$ cat src/rtl/pcie_mem_req_splitter_pkg.sv
// pcie_mem_req_splitter_pkg: shared types and helpers for the memory request
// splitter.
// - tlp_memory_req_hdr_t is a 4DW memory request header. Header byte k sits at
//   bits [8k+7:8k], so header byte 0 ({fmt, type}) is the least significant byte.
// - pack_mem_req_hdr builds one header from a byte address, a DW length, a tag
//   and a requester id.
package pcie_mem_req_splitter_pkg;

   localparam logic [2:0] FMT_4DW_NODATA = 3'b001;
   localparam logic [2:0] FMT_4DW_DATA   = 3'b011;
   localparam logic [4:0] TYPE_MEM       = 5'b00000;
   localparam int         BOUNDARY_BYTES = 4096;
   localparam int         CHUNK_W        = 13;  // holds 0..4096

   // Fields are listed from header byte 15 (MSB) down to header byte 0 (LSB).
   typedef struct packed {
      logic [5:0]  addr_l;        // byte 15 [7:2]
      logic [1:0]  reserved;      // byte 15 [1:0]
      logic [23:0] addr_m;        // bytes 14..12
      logic [31:0] addr_h;        // bytes 11..8
      logic [7:0]  byte_enable;   // byte 7 {last_be, first_be}
      logic [7:0]  tag;           // byte 6
      logic [15:0] requester_id;  // bytes 5..4
      logic [7:0]  length_l;      // byte 3
      logic        td;            // byte 2
      logic        ep;
      logic [1:0]  attr_l;
      logic [1:0]  at;
      logic [1:0]  length_h;
      logic        tg_h;          // byte 1
      logic [2:0]  tc;
      logic        tg_m;
      logic        attr_h;
      logic        ln;
      logic        th;
      logic [2:0]  fmt;           // byte 0
      logic [4:0]  tlp_type;
   } tlp_memory_req_hdr_t;

   typedef enum logic [1:0] {ST_IDLE, ST_ALLOC, ST_ISSUE} split_state_t;

   // len_dw is 11 bits so that 1024 DW is still distinguishable for the
   // last-BE rule; the encoded length field wraps 1024 to 0.
   function automatic tlp_memory_req_hdr_t pack_mem_req_hdr(
      input logic        is_write,
      input logic [63:0] addr,
      input logic [10:0] len_dw,
      input logic [7:0]  tag,
      input logic [15:0] req_id);
      tlp_memory_req_hdr_t h;
      h              = '0;
      h.fmt          = is_write ? FMT_4DW_DATA : FMT_4DW_NODATA;
      h.tlp_type     = TYPE_MEM;
      h.length_h     = len_dw[9:8];
      h.length_l     = len_dw[7:0];
      h.requester_id = {req_id[7:0], req_id[15:8]};
      h.tag          = tag;
      h.byte_enable  = {((len_dw > 11'd1) ? 4'hF : 4'h0), 4'hF};
      h.addr_h       = {addr[39:32], addr[47:40], addr[55:48], addr[63:56]};
      h.addr_m       = {addr[15:8], addr[23:16], addr[31:24]};
      h.addr_l       = addr[7:2];
      h.reserved     = addr[1:0] & 2'b00;
      return h;
   endfunction

endpackage

$ cat src/rtl/pcie_tag_allocator.sv
// pcie_tag_allocator: read tag bitmap with lowest-free priority encoder.
// Ports:
//   clk, rst            clock, synchronous active-high reset
//   alloc               reserve free_idx this cycle (ignored when none free)
//   free_valid/free_tag retire a tag; an unused tag is ignored and flags err
//   any_free, free_idx  lowest free tag, from the registered bitmap only, so a
//                       tag freed this cycle is not handed out until next cycle
//   in_flight           number of reserved tags
//   err                 one-cycle pulse after an illegal free
module pcie_tag_allocator #(
   parameter int TAG_COUNT = 32
) (
   input  logic                           clk,
   input  logic                           rst,
   input  logic                           alloc,
   input  logic                           free_valid,
   input  logic [$clog2(TAG_COUNT)-1:0]   free_tag,
   output logic                           any_free,
   output logic [$clog2(TAG_COUNT)-1:0]   free_idx,
   output logic [$clog2(TAG_COUNT):0]     in_flight,
   output logic                           err
);
   localparam int TAG_W = $clog2(TAG_COUNT);

   logic [TAG_COUNT-1:0] busy_q, busy_d;
   logic                 take, free_ok;

   // Descending scan: the last assignment wins, leaving the lowest free index.
   always_comb begin
      any_free = 1'b0;
      free_idx = '0;
      for (int i = TAG_COUNT - 1; i >= 0; i--) begin
         if (!busy_q[i]) begin
            any_free = 1'b1;
            free_idx = TAG_W'(i);
         end
      end
   end

   assign take    = alloc && any_free;
   assign free_ok = free_valid && busy_q[free_tag];

   // The allocated tag is free and the freed tag is busy, so the two never
   // touch the same bit.
   always_comb begin
      busy_d = busy_q;
      if (take)    busy_d[free_idx] = 1'b1;
      if (free_ok) busy_d[free_tag] = 1'b0;
   end

   always_ff @(posedge clk) begin
      if (rst) begin
         busy_q    <= '0;
         in_flight <= '0;
         err       <= 1'b0;
      end else begin
         busy_q    <= busy_d;
         in_flight <= in_flight + (TAG_W + 1)'(take) - (TAG_W + 1)'(free_ok);
         err       <= free_valid && !busy_q[free_tag];
      end
   end

endmodule

$ cat src/rtl/pcie_mem_req_splitter.sv
// pcie_mem_req_splitter: splits one DMA memory request into 4DW MWr/MRd
// headers on MPS (writes), MRRS (reads) and 4 KB boundaries, reserving a read
// tag per MRd header.
// Ports:
//   clk, rst                    clock, synchronous active-high reset
//   cfg_requester_id            {bus, dev, fn}
//   req_valid/req_ready         request handshake (ready only in IDLE)
//   req_is_write/addr/len       request: 1 = MWr, DW-aligned address, bytes
//   hdr_valid/hdr_ready         header handshake towards the TX arbiter
//   hdr, hdr_last               packed header, final header of the request
//   tag_free_valid/tag_free     completion path retires a read tag
//   tags_in_flight              reserved tag count
//   err                         pulse on dropped request or illegal free
module pcie_mem_req_splitter
   import pcie_mem_req_splitter_pkg::*;
#(
   parameter int MPS_BYTES  = 128,
   parameter int MRRS_BYTES = 512,
   parameter int TAG_COUNT  = 32,
   parameter int LEN_WIDTH  = 13
) (
   input  logic                          clk,
   input  logic                          rst,
   input  logic [15:0]                   cfg_requester_id,
   input  logic                          req_valid,
   output logic                          req_ready,
   input  logic                          req_is_write,
   input  logic [63:0]                   req_addr,
   input  logic [LEN_WIDTH-1:0]          req_len,
   output logic                          hdr_valid,
   input  logic                          hdr_ready,
   output logic [127:0]                  hdr,
   output logic                          hdr_last,
   input  logic                          tag_free_valid,
   input  logic [$clog2(TAG_COUNT)-1:0]  tag_free,
   output logic [$clog2(TAG_COUNT):0]    tags_in_flight,
   output logic                          err
);
   localparam int TAG_W = $clog2(TAG_COUNT);

   split_state_t         state;
   logic [63:0]          addr_q;
   logic [CHUNK_W-1:0]   rem_q;
   logic                 is_write_q;
   logic [TAG_W-1:0]     cur_tag_q;
   logic                 drop_err_q;

   logic [CHUNK_W-1:0]   max_bytes, to_bnd, chunk;
   logic                 last, hdr_fire, bad_req, alloc;
   logic                 any_free, tag_err;
   logic [TAG_W-1:0]     free_idx;

   // Chunk depends only on registered state, so the header holds still under
   // backpressure and hdr_ready never reaches hdr combinationally.
   always_comb begin
      max_bytes = is_write_q ? CHUNK_W'(MPS_BYTES) : CHUNK_W'(MRRS_BYTES);
      to_bnd    = CHUNK_W'(BOUNDARY_BYTES) - {1'b0, addr_q[11:0]};
      chunk     = rem_q;
      if (max_bytes < chunk) chunk = max_bytes;
      if (to_bnd < chunk)    chunk = to_bnd;
   end

   assign last     = (rem_q == chunk);
   assign hdr_fire = hdr_valid && hdr_ready;
   assign bad_req  = (req_len == '0) || (req_len[1:0] != 2'b00) ||
                     (req_addr[1:0] != 2'b00) ||
                     (32'(req_len) > 32'(BOUNDARY_BYTES));

   // Reads reserve a tag on entering ISSUE and on every non-final handshake.
   assign alloc = !is_write_q &&
                  ((state == ST_ALLOC) || (state == ST_ISSUE && hdr_fire && !last));

   pcie_tag_allocator #(.TAG_COUNT(TAG_COUNT)) u_tags (
      .clk        (clk),
      .rst        (rst),
      .alloc      (alloc),
      .free_valid (tag_free_valid),
      .free_tag   (tag_free),
      .any_free   (any_free),
      .free_idx   (free_idx),
      .in_flight  (tags_in_flight),
      .err        (tag_err)
   );

   always_ff @(posedge clk) begin
      if (rst) begin
         state      <= ST_IDLE;
         addr_q     <= '0;
         rem_q      <= '0;
         is_write_q <= 1'b0;
         cur_tag_q  <= '0;
         drop_err_q <= 1'b0;
      end else begin
         drop_err_q <= 1'b0;
         case (state)
            ST_IDLE: begin
               if (req_valid) begin
                  if (bad_req) begin
                     drop_err_q <= 1'b1;
                  end else begin
                     addr_q     <= req_addr;
                     rem_q      <= CHUNK_W'(req_len);
                     is_write_q <= req_is_write;
                     state      <= ST_ALLOC;
                  end
               end
            end
            ST_ALLOC: begin
               if (is_write_q) begin
                  cur_tag_q <= '0;
                  state     <= ST_ISSUE;
               end else if (any_free) begin
                  cur_tag_q <= free_idx;
                  state     <= ST_ISSUE;
               end
            end
            ST_ISSUE: begin
               if (hdr_fire) begin
                  if (last) begin
                     state <= ST_IDLE;
                  end else begin
                     addr_q <= addr_q + 64'(chunk);
                     rem_q  <= rem_q - chunk;
                     if (is_write_q)    cur_tag_q <= '0;
                     else if (any_free) cur_tag_q <= free_idx;
                     else               state     <= ST_ALLOC;
                  end
               end
            end
            default: state <= ST_IDLE;
         endcase
      end
   end

   assign req_ready = (state == ST_IDLE);
   assign hdr_valid = (state == ST_ISSUE);
   assign hdr_last  = hdr_valid && last;
   assign hdr       = hdr_valid ? pack_mem_req_hdr(is_write_q, addr_q,
                                                   chunk[12:2], 8'(cur_tag_q),
                                                   cfg_requester_id)
                                : '0;
   assign err       = drop_err_q || tag_err;

endmodule

$ cat config.mk
export PLATFORM = sky130hd
export DESIGN_NAME = pcie_mem_req_splitter
export DESIGN_NICKNAME = d
export VERILOG_FILES = /design/src/rtl/pcie_mem_req_splitter_pkg.sv /design/src/rtl/pcie_tag_allocator.sv /design/src/rtl/pcie_mem_req_splitter.sv
export SDC_FILE = /design/constraint.sdc
export NUM_CORES = 1
export LEC_CHECK = 0
export ABC_CLOCK_PERIOD_IN_PS = 19570
export BUFFER_PORTS_ARGS = -buffer_cell sky130_fd_sc_hd__clkbuf_2
export CORE_MARGIN = 2
export CORE_UTILIZATION = 45
export DETAILED_ROUTE_END_ITERATION = 16
export GPL_TIMING_DRIVEN = 0
export PLACE_DENSITY_LB_ADDON = 0.12
export SETUP_SLACK_MARGIN = 0.1
export SYNTH_ARGS = -nofsm -noshare
export SYNTH_HDL_FRONTEND = slang
export SYNTH_SLANG_ARGS = --single-unit
$ cat constraint.sdc
create_clock -name clk -period 19.57 [get_ports clk]
set_input_delay 3.914 -clock clk [delete_from_list [all_inputs] [get_ports clk]]
set_output_delay 3.914 -clock clk [all_outputs]
set_load 0.03 [all_outputs]
==> reports/summary.json <==
{
  "final_min_period_over_clock_period": 0.534,
  "synthMuxAreaShare": 0.0433,
  "slew_headroom": 0.0361,
  "flops_latches_synth": 125,
  "final_period_minus_worst_setup_slack_ns": 10.46,
  "cap_viol_max_count": 0,
  "initial_antenna_violation_count": 0,
  "die_area_sq_um": 23800,
  "area_growth_pct": 21.2,
  "yosysTopAreaCellShare": 0.246,
  "synth-compound-area-share": 0.272,
  "tritoncts_num_sinks": 125,
  "gr-usage-all-layers": 0.321,
  "place_congestion": 0.956,
  "synth.cell_area_sq_um": 10200,
  "cts_tree": "yes",
  "vias": 11500,
  "final-hold-violation-count": 0,
  "syn-mean-instance-area_sq_um": 7.61,
  "number_of_routed_nets_with_antenna_violations": 0,
  "ys_top_cells_by_area": "sky130_fd_sc_hd__dfxtp_1, sky130_fd_sc_hd__a21oi_1, sky130_fd_sc_hd__a211oi_1",
  "placementRows": 55,
  "first_global_vias": 10600,
  "critPathBufInv": 7,
  "finalWirelength_mm": 39.2,
  "metal1_wirelength_mm": 16.7,
  "root_buffer": "sky130_fd_sc_hd__clkbuf_16",
  "worst_pin_slew_ns": 1.44,
  "clk_pin_slew_ns": 0.06,
  "slew_viol_final": 0,
  "synth_flop_cell": "sky130_fd_sc_hd__dfxtp_1",
  "crit_fanout": 10,
  "run_status": "complete, no violations",
  "finalSetupTns_ns": 0,
  "initial_cell_density_of_the_core": 0.453,
  "critical-path-top-cell-by-count": "sky130_fd_sc_hd__clkbuf_1",
  "met3_length_mm": 3.76,
  "arithmetic_cell_share_of_the_synthesized_area_counting_full_adders_half_adders_and_majority_gates": 0.0674,
  "drtIter0Drc": 1189,
  "global_route.overflow_total": 0,
  "hold_path_class": "reg -> reg",
  "worst_path_dominant_cell_family": "buffers and inverters",
  "cts-resized-gates": 0,
  "viasPerCell": 6.05,
  "highest-signal-layer": "met4",
  "ios": 242,
  "setup.worst_path.end_class": "primary output",
  "postSynthCellCount": 1336,
  "die_width_um": 154,
  "clock_tree.buffer_depth": 2,
  "h-tree-depth": 4,
  "synth.most_common_cell": "sky130_fd_sc_hd__a21oi_1",
  "netlist_top_cells_count": "sky130_fd_sc_hd__a21oi_1, sky130_fd_sc_hd__dfxtp_1, sky130_fd_sc_hd__nand2_1, sky130_fd_sc_hd__nor2_1, sky130_fd_sc_hd__and2_1",
  "wire_length_of_the_first_global_routing_pass_mm": 59.8,
  "unrepaired_setup_endpoints_after_global_routing": "false",
  "worst_path_largest_cell_delay_ns": 0.47,
  "cts.repair_timing.setup_buffer_count": 0,
  "number_of_nets_in_the_finished_design": 1752,
  "dp.final_hpwl_mm": 29.7,
  "first_pass_detailed_route_iteration_total": 6,
  "synth_top_cell_by_area": "sky130_fd_sc_hd__dfxtp_1",
  "path_cells": "clkbuf_1 -> clkinv_1 -> ha_1 -> nor3b_1 -> o21a_1 -> clkbuf_1 -> nand2_1 -> ha_1 -> a211oi_1 -> o21bai_1 -> a21oi_1 -> nand3_1 -> clkbuf_1 -> clkbuf_1 -> a21oi_1 -> inv_1 -> ha_1 -> nand4_1 -> nor4_1 -> and3_1 -> clkbuf_2",
  "io_buffers": 214,
  "met2WireLength_mm": 17.1,
  "r2r_setup_slack_ns": 11.21,
  "core-area_sq_um": 22400,
  "finalSetupViolCount": 0,
  "synth_enable_flop_cells": 0,
  "largest_net_degree_at_the_start_of_global_routing": 17,
  "critical_path_arrival_ns": 6.54,
  "synth_top_family_by_area": "compound AO/OA/AOI/OAI gates",
  "worst_skew_pair_latency_ns": 0.43,
  "async_flop_share": 0,
  "final_layout_size_suffix_gt1_frac": 0.205,
  "fin_worst_skew_ns": 0.0114,
  "cts-buffers-inserted": 17,
  "timing.setup.critical_path_class": "reg -> out",
  "chip_height_um": 154,
  "fmax_mhz": 95.6,
  "netlist-cell-type-count": 79,
  "yosys.area_share.simple": 0.264,
  "hold_buffers": 0,
  "route.detailed.drc": 0,
  "yosysWarnings": 0,
  "routedWlPerCell_um": 20.7,
  "synthXorXnorAreaFrac": 0.0293,
  "crit_required_ns": 15.66,
  "sort_of_element_at_the_start_of_the_critical_path": "flop",
  "cpMaxStageDelayCell": "sky130_fd_sc_hd__clkinv_1",
  "synth_sequential_area_ratio": 0.246,
  "antenna_cells_inserted": 0
}
-- metal layers --
metal,up-vias,GRT usage
li1,5393,-
met1,5329,0.437
met2,631,0.499
met3,108,0.0600
met4,0,0.140
met5,-,0
-- placed cells by master (no fill, tap or decap), types with 20 or more instances in the layout --
master / Yosys / final
sky130_fd_sc_hd__o22ai_1: 21 / 21
sky130_fd_sc_hd__mux2i_1: 26 / 26
sky130_fd_sc_hd__nor2_1: 90 / 90
sky130_fd_sc_hd__nor3_1: 27 / 27
sky130_fd_sc_hd__inv_1: 53 / 53
sky130_fd_sc_hd__ha_1: 50 / 50
sky130_fd_sc_hd__o21ai_0: 76 / 76
sky130_fd_sc_hd__conb_1: 2 / 28
sky130_fd_sc_hd__nand2_1: 95 / 95
sky130_fd_sc_hd__a211oi_1: 87 / 87
sky130_fd_sc_hd__nor4_1: 20 / 20
sky130_fd_sc_hd__a21oi_1: 133 / 133
sky130_fd_sc_hd__dfxtp_1: 125 / 125
sky130_fd_sc_hd__nand3_1: 41 / 41
sky130_fd_sc_hd__and2_1: 88 / 88
sky130_fd_sc_hd__clkbuf_2: 0 / 214
sky130_fd_sc_hd__buf_4: 36 / 36
sky130_fd_sc_hd__nand4_1: 29 / 29
sky130_fd_sc_hd__clkbuf_1: 62 / 62
-- worst paths after layout --
path,end,startpoint,depth (start not counted)
worst max register to register,u_tags.in_flight[4],is_write_q,28
worst min register to register,cur_tag_q[3],cur_tag_q[3],2
worst max-delay path,hdr_last,is_write_q,21
worst min-delay path,cur_tag_q[3],cur_tag_q[3],2
-- layout make-up --
type	count	area, sq um
tap	285	357
inverter	55	206
timing repair buffer	214	1070
multi-input combinational	1068	6980
clock buffer	20	467
fill	2270	10100
clock inverter	12	160
buffer	114	577
sequential	125	2500
-- stage by stage --
stage,setup slack (ns),utilization,hold slack (ns),area [sq um],cells
floorplan,11.15,-,0.427,10300,1362
global placement,9.74,0.521,0.436,11700,1861
detailed placement,9.67,0.521,0.440,11700,1861
CTS,9.21,0.549,0.448,12300,1893
global route,8.58,0.549,0.478,12300,1893
finish,9.11,0.549,0.448,12300,1893
-- flip-flops by register name (all words and copies together), names as in the netlist --
register,flops
u_tags.err,1
cur_tag_q,5
rem_q,13
drop_err_q,1
addr_q,64
state,2
u_tags.in_flight,6
u_tags.busy_q,32
is_write_q,1
-- tightest hold or removal path, cell delays in order, from the launching register on --
cell,delay [ns]
sky130_fd_sc_hd__dfxtp_1,0.30
sky130_fd_sc_hd__nand2_1,0.05
sky130_fd_sc_hd__a21oi_1,0.05
-- logic make-up after synthesis --
family,Yosys count
DFF,125
and+or+nand+nor,495
other,2
adders and majority gates,53
AOI/OAI and AO/OA,424
muxes,34
buffers and inverters,169
xor gates and xnor gates,34
Power is left out: the tool's default activity adds up to more than one toggle a clock period on the data nets, which glitch-free logic cannot reach.
